===== config.mk =====
export PLATFORM = sky130hd
export DESIGN_NAME = div_share_ctrl
export DESIGN_NICKNAME = d
export VERILOG_FILES = /design/src/rtl/div_share_ctrl.sv
export SDC_FILE = /design/constraint.sdc
export NUM_CORES = 1
export LEC_CHECK = 0
export ABC_AREA = 0
export BUFFER_PORTS_ARGS = -buffer_cell sky130_fd_sc_hd__buf_2
export CORE_AREA = 5 5 69 71
export CTS_CLUSTER_SIZE = 20
export DETAILED_ROUTE_END_ITERATION = 6
export DIE_AREA = 0 0 74 76
export SLEW_MARGIN = 10
export SYNTH_ARGS = -nofsm -noshare
export SYNTH_HDL_FRONTEND = slang
export SYNTH_SLANG_ARGS = --single-unit

===== constraint.sdc =====
create_clock -name clk -period 2.5 [get_ports clk]
set_clock_uncertainty 0.1 [all_clocks]
set_input_delay 0.25 -clock clk [delete_from_list [all_inputs] [get_ports clk]]
set_output_delay 0.25 -clock clk [all_outputs]
set_load 0.005 [all_outputs]

===== src/rtl/div_share_ctrl.sv =====
// Two-requester round-robin front end for one shared repeated-subtraction divider.
// Latency: gnt 1 cycle after capture edge; done q+1 cycles after gnt (1 cycle for divisor 0).
// Backpressure: requests are level-held and ignored until the FSM is back in IDLE.
//
// Ports:
//   clk, rst_n             - clock (rising edge), asynchronous active-low reset
//   req0/num0/den0         - requester 0 level request with dividend/divisor
//   req1/num1/den1         - requester 1 level request with dividend/divisor
//   gnt0/gnt1              - one-cycle pulse when that requester's operands are captured
//   busy                   - high from the cycle after capture through the done cycle
//   done                   - one-cycle pulse, quot/rem/id/div_zero valid
//   id, quot, rem, div_zero- result owner, quotient, remainder, divide-by-zero flag
module div_share_ctrl #(
    parameter int N = 4
) (
    input  logic         clk,
    input  logic         rst_n,
    input  logic         req0,
    input  logic [N-1:0] num0,
    input  logic [N-1:0] den0,
    input  logic         req1,
    input  logic [N-1:0] num1,
    input  logic [N-1:0] den1,
    output logic         gnt0,
    output logic         gnt1,
    output logic         busy,
    output logic         done,
    output logic         id,
    output logic [N-1:0] quot,
    output logic [N-1:0] rem,
    output logic         div_zero
);

    typedef enum logic [1:0] {
        S_IDLE = 2'd0,
        S_RUN  = 2'd1,
        S_DONE = 2'd2
    } state_t;

    localparam logic [N-1:0] MAX_V = {N{1'b1}};
    localparam logic [N-1:0] ONE_V = N'(1);

    state_t       state_q, state_d;
    logic         last_q, last_d;     // requester served most recently
    logic [N-1:0] rem_q, rem_d;       // working remainder, starts as the dividend
    logic [N-1:0] den_q, den_d;
    logic [N-1:0] cnt_q, cnt_d;
    logic [N-1:0] quot_q, quot_d;
    logic         id_q, id_d;
    logic         div_zero_q, div_zero_d;
    logic         gnt0_q, gnt0_d;
    logic         gnt1_q, gnt1_d;
    logic         busy_q, busy_d;
    logic         done_q, done_d;
    logic         win;

    always_comb begin
        state_d    = state_q;
        last_d     = last_q;
        rem_d      = rem_q;
        den_d      = den_q;
        cnt_d      = cnt_q;
        quot_d     = quot_q;
        id_d       = id_q;
        div_zero_d = div_zero_q;
        busy_d     = busy_q;
        gnt0_d     = 1'b0;
        gnt1_d     = 1'b0;
        done_d     = 1'b0;
        // On contention the requester not served last wins; a lone request always wins.
        win        = (req0 && req1) ? ~last_q : req1;

        case (state_q)
            S_IDLE: begin
                if (req0 || req1) begin
                    state_d    = S_RUN;
                    last_d     = win;
                    rem_d      = win ? num1 : num0;
                    den_d      = win ? den1 : den0;
                    cnt_d      = '0;
                    id_d       = win;
                    gnt0_d     = ~win;
                    gnt1_d     = win;
                    div_zero_d = 1'b0;
                    busy_d     = 1'b1;
                end
            end
            S_RUN: begin
                if (den_q == '0) begin
                    // rem still holds the untouched dividend here.
                    quot_d     = MAX_V;
                    div_zero_d = 1'b1;
                    state_d    = S_DONE;
                    done_d     = 1'b1;
                end else if ((rem_q >= den_q) && (cnt_q != MAX_V)) begin
                    rem_d = rem_q - den_q;
                    cnt_d = cnt_q + ONE_V;
                end else begin
                    quot_d  = cnt_q;
                    state_d = S_DONE;
                    done_d  = 1'b1;
                end
            end
            S_DONE: begin
                state_d = S_IDLE;
                busy_d  = 1'b0;
            end
            default: begin
                state_d = S_IDLE;
                busy_d  = 1'b0;
            end
        endcase
    end

    always_ff @(posedge clk or negedge rst_n) begin
        if (!rst_n) begin
            state_q    <= S_IDLE;
            last_q     <= 1'b1;           // makes requester 0 win the first contention
            rem_q      <= '0;
            den_q      <= '0;
            cnt_q      <= '0;
            quot_q     <= '0;
            id_q       <= 1'b0;
            div_zero_q <= 1'b0;
            gnt0_q     <= 1'b0;
            gnt1_q     <= 1'b0;
            busy_q     <= 1'b0;
            done_q     <= 1'b0;
        end else begin
            state_q    <= state_d;
            last_q     <= last_d;
            rem_q      <= rem_d;
            den_q      <= den_d;
            cnt_q      <= cnt_d;
            quot_q     <= quot_d;
            id_q       <= id_d;
            div_zero_q <= div_zero_d;
            gnt0_q     <= gnt0_d;
            gnt1_q     <= gnt1_d;
            busy_q     <= busy_d;
            done_q     <= done_d;
        end
    end

    assign gnt0     = gnt0_q;
    assign gnt1     = gnt1_q;
    assign busy     = busy_q;
    assign done     = done_q;
    assign id       = id_q;
    assign quot     = quot_q;
    assign rem      = rem_q;
    assign div_zero = div_zero_q;

endmodule

==> flow_summary.ini, run 1 <==
[global_routing]
grt_max_degree = 26
antenna_found_initial = 0
overflow = 0
grt_pass1_wl_um = 5160
grt_usage = 0.115
grt_pass1_vias = 1125

[clock_tree]
clock-sinks = 25
cts_resized = 0
postCtsSetupBuffers = 0
root_buffer = clkbuf_8
htreeDepth = 1
clk_pin_slew_ps = 90
clockBufferDepth = 2
cts_made_buffers = 3
insertion_delay_ps = 270
cts_tree = done
cts.hold.buffers_added = 1

[placed_design]
place_congestion = 0.798
dp_hpwl_um = 2270
portBuffers = 33
place_area_um2 = 1570
post-place-ws_ps = 244

[logic_synthesis]
async_reset_ff_frac = 1.00
ys_warn_count = 0
netlist_instances = 130
synth_nets = 156
ys_seq_elements = 25
synth-seq-area-share = 0.455
synth_edf_count = 0
ys.flop_type = dfrtp_1
postSynthAreaPerCell_um2 = 10.6
synth_cell_types = 36
syn_area_um2 = 1380

[floorplan]
rows = 24
die-area_um2 = 5620
core_area_um2 = 4170
die_y_um = 76
start_util = 0.330
dieWidth_um = 74
io_pins = 34

[pwr]
powerDensity_nw_per_um2 = 1330
ir_drop_v = 0.000475
p_leak_nw = 0.833

[sta]
slew_headroom = 0.526
setup_ws_ps = 230
fin_crit_sh = 0.908
post-route-min-period_ps = 2270
setup_viol = 0
worst_pin_slew_ps = 704
slew_viol_final = 0
finalHoldViolations = 0
tns_ps = 0
rsz0062_at_grt = false
max_freq_mhz = 441

[cells_and_area]
final_common_cell = buf_2
area_delta_synth_final_pct = 18.3
nets = 190
drive_gt1_frac = 0.307
layout_common_cells = 33 x buf_2, 24 x dfrtp_1, 13 x nand2_1, 13 x o21ai_0
antenna_cells = 0
stdcell_area_um2 = 1630

[setup_path]
path_class = reg2reg
critical_path_required_ps = 2560
worstPathMaxFanout = 10
crit_top_cell = inv_1
max_stage_delay_ps = 400
cp.arrival_ps = 2330
r2r_setup_slack_ps = 230
cpMaxStageDelayCell = fa_1
cp-start-kind = flop
end_kind = flop
worstPathCellList = inv_1, ha_1, inv_1, fa_1, a21oi_1, o211ai_4, nand3_4, mux2_4

[route]
ant_nets = 0
drc = 0
wirelength_um = 2990
vias = 1071
firstDrtPassIters = 4
dr.first_iter.drc_count = 51
post_drt_wl_per_cell_um = 13.9
via_per_inst = 4.98

[outcome]
status = finished, final reports clean

[worst_hold_path]
hold_class = in2reg

[job]
maxCapViolations = 0
## metrics by stage
stage	cells	hold WS (ps)	power [W]	utilization
final	215	165	0.00216	0.390
after global routing	215	165	0.00237	0.390
after CTS	215	165	0.00219	0.390
after detailed placement	210	180	0.00194	0.377
after global placement	210	173	0.00190	0.377
after floorplan	130	-146	0.00164	-
## registers in the layout (all words and copies together) (netlist names)
signal    cells
busy          1
cnt_q         4
den_q         4
div_zero      1
done          1
gnt0          1
gnt1          1
id            1
last_q        1
quot          4
rem           4
state_q       2
## worst max-delay path: cells and delay by family (launching register included)
kind / cells / cell delay [ps]
buf+inv: 2 / 150
flops: 1 / 380
fa+ha+maj: 2 / 580
compound gates: 2 / 470
mux: 1 / 310
simple gates: 1 / 170
## layout make-up
class	instances	area [um^2]
clock buffer	4	45.0
multi-input combinational	89	671
timing repair buffer	35	183
fill	408	2550
sequential	25	627
tap	52	65.1
inverter	10	37.5
## report_power, final
| group | switching [W] | internal, W |
|---|---|---|
| registers | 0.000135 | 0.000599 |
| clock network | 0.000126 | 0.000114 |
| logic | 0.000634 | 0.000553 |
## final timing paths
kind                                    start                     end  cells after the start
max                        rem[0]$_DFFE_PN0P_      rem[3]$_DFFE_PN0P_                      8
min reg2reg                    id$_DFFE_PN0P_          id$_DFFE_PN0P_                      1
min in group asynchronous               rst_n    den_q[0]$_DFFE_PN0P_                      2
max in group asynchronous               rst_n  state_q[0]$_DFFE_PN0P_                      2
max reg2reg                rem[0]$_DFFE_PN0P_      rem[3]$_DFFE_PN0P_                      8
min                                   den0[3]    den_q[3]$_DFFE_PN0P_                      3
## logic make-up (layout without fill, tap and decap cells)
logic type	Yosys count	count (layout)	synth area share
buf+inv	16	49	0.0573
compound gates	27	27	0.135
mux	15	15	0.125
flops	25	25	0.455
xor+xnor	1	1	0.00636
simple gates	40	40	0.161
fa+ha+maj	6	6	0.0600
## metal layers
metal / GRT usage / share of wire
met5: 0 / 0
met2: 0.193 / 0.51
met1: 0.146 / 0.43
met3: 0.0383 / 0.053
met4: 0.0163 / 0.0063
## cells in the mapped netlist (all sizes together), types with 2 or more instances
cell    instances  share of area
nand2          13          0.035
o21ai          13          0.047
nor2            6          0.016
a31oi           2         0.0091
a21o            2          0.011
mux2i          10          0.073
nand3           8          0.038
nor3            3          0.011
a211oi          2          0.011
buf             5          0.027
inv            10          0.027
a21oi           4          0.015
dfrtp          24           0.44
mux2            5          0.052
ha              5          0.045
or2             2         0.0091
(Power assumes the default switching activity.)
==> run 2, diff against run 1 <==
--- a/config.mk
+++ b/config.mk
@@ -6,7 +6,7 @@
 export NUM_CORES = 1
 export LEC_CHECK = 0
 export ABC_AREA = 0
-export BUFFER_PORTS_ARGS = -buffer_cell sky130_fd_sc_hd__buf_2
+export BUFFER_PORTS_ARGS = -buffer_cell sky130_fd_sc_hd__clkbuf_2
 export CORE_AREA = 5 5 69 71
 export CTS_CLUSTER_SIZE = 20
 export DETAILED_ROUTE_END_ITERATION = 6
@@ -15,3 +15,4 @@
 export SYNTH_ARGS = -nofsm -noshare
 export SYNTH_HDL_FRONTEND = slang
 export SYNTH_SLANG_ARGS = --single-unit
+export TNS_END_PERCENT = 100
==> constraint.sdc (replaced) <==
create_clock -name clk -period 2.3 [get_ports clk]
set_clock_uncertainty 0.1 [all_clocks]
set_input_delay 0.23 -clock clk [delete_from_list [all_inputs] [get_ports clk]]
set_output_delay 0.23 -clock clk [all_outputs]
set_load 0.005 [all_outputs]
==> run 2 against run 1 <==
  * Non-clock buffer count is 2 higher
  * First-iteration DRC count is 37% lower
  * Sequential power is 9.0% higher
  * Fmax is 5.8% higher
  * Total power is 10% higher
==> flow_summary.ini, run 2 (synthesized netlist as in run 1, its figures left out) <==
[cells_and_area]
layout_common_cells = 33 x clkbuf_2, 24 x dfrtp_1, 13 x nand2_1, 13 x o21ai_0
area_delta_synth_final_pct = 19.5
stdcell_count = 217
antenna_cells = 0
drive_gt1_frac = 0.321
final_common_cell = clkbuf_2
nets = 192

[clock_tree]
postCtsSetupBuffers = 0
cts_made_buffers = 3
cts_resized = 0
insertion_delay_ps = 270
clockBufferDepth = 2
clk_pin_slew_ps = 90
clock-sinks = 25
root_buffer = clkbuf_8
cts.hold.buffers_added = 1
cts_tree = done
htreeDepth = 1

[global_routing]
antenna_found_initial = 0
overflow = 0
grt_pass1_wl_um = 5050
grt_pass1_vias = 1173
grt_max_degree = 26
grt_usage = 0.111

[pwr]
p_sw_frac = 0.413
seq_power_share = 0.336
switchingPower_w = 0.000981
ir_drop_v = 0.000591
finalPower_w = 0.00238
pwr-share-comb = 0.554
powerDensity_nw_per_um2 = 1450
intPower_w = 0.00139
p_leak_nw = 0.849
p_clk_frac = 0.110

[route]
vias = 1086
firstDrtPassIters = 5
post_drt_wl_per_cell_um = 13.6
drc = 0
ant_nets = 0
dr.first_iter.drc_count = 32
via_per_inst = 5.00
wirelength_um = 2960

[placed_design]
place_congestion = 0.821
portBuffers = 33
place_inst = 212
dp_hpwl_um = 2330

[floorplan]
die-area_um2 = 5620
core_area_um2 = 4170
start_util = 0.330
rows = 24
die_y_um = 76
io_pins = 34
dieWidth_um = 74

[sta]
max_freq_mhz = 466
tns_ps = 0
setup_viol = 0
slew_headroom = 0.579
holdWs_ps = 147
fin_crit_sh = 0.933
finalHoldViolations = 0
post-route-min-period_ps = 2150
worst_pin_slew_ps = 632
rsz0062_at_grt = false
slew_viol_final = 0

[setup_path]
path_class = reg2reg
cp.arrival_ps = 2210
worstPathMaxFanout = 7
critical_path_required_ps = 2360
end_kind = flop
cp-start-kind = flop

[outcome]
status = finished, final reports clean

[job]
maxCapViolations = 0

[worst_hold_path]
hold_class = in2reg
-- run 2: cell types whose count changed in the layout (fill, tap and decap cells not counted), sizes merged --
cell | before | now
clkbuf | 4 | 36
buf | 34 | 3
clkinv | 0 | 1
-- run 2: critical path, stage by stage (launching register included) --
cell      delay (ps)
dfrtp_1          390
inv_1             80
ha_1             160
inv_1             50
fa_1             390
a21oi_1          280
o211ai_4         120
nand3_4          140
mux2_4           320
-- run 2: through the flow --
stage	cell area (um^2)	utilization	setup WS, ps
global route	1640	0.394	88.8
finish	1640	0.394	154
global placement	1590	0.380	228
CTS	1640	0.394	161
detailed placement	1590	0.380	190
floorplan	1380	-	210
-- run 2: area by class of cell --
class                      count  area [um^2]
sequential                    25          627
inverter                      10         37.5
fill                         418         2530
tap                           52         65.1
clock buffer                   3         41.3
timing repair buffer          37          198
clock inverter                 1         5.00
multi-input combinational     89          671
-- run 2: final timing paths --
check                      depth (start not counted)                   end  slack (ps)          startpoint
max                                                8  cnt_q[0]$_DFFE_PN0P_         150  rem[0]$_DFFE_PN0P_
min                                                3  den_q[0]$_DFFE_PN0P_         150             den0[0]
max reg2reg                                        8  cnt_q[0]$_DFFE_PN0P_         150  rem[0]$_DFFE_PN0P_
min reg2reg                                        1        id$_DFFE_PN0P_         400      id$_DFFE_PN0P_
max in group asynchronous                          2  cnt_q[1]$_DFFE_PN0P_        1280               rst_n
min in group asynchronous                          2        gnt1$_DFF_PN0_         410               rst_n
-- run 2: metal layers --
layer	routed length, um	vias to the layer above	part of all wire	GRT usage
met3	170	4	0.057	0.0369
met2	1510	27	0.51	0.190
met1	1250	527	0.42	0.132
li1	-	528	-	-
met5	0	-	0	0
met4	33	0	0.011	0.0272
-- run 2: power by group through the flow --
stage	clock network, W	registers [W]	logic (W)
3_5_place_dp	0	0.000810	0.00134
3_3_place_gp	0	0.000797	0.00130
5_1_grt	0.000289	0.000827	0.00148
6_report	0.000260	0.000800	0.00132
2_1_floorplan	0	0.000787	0.000994
4_1_cts	0.000273	0.000801	0.00135
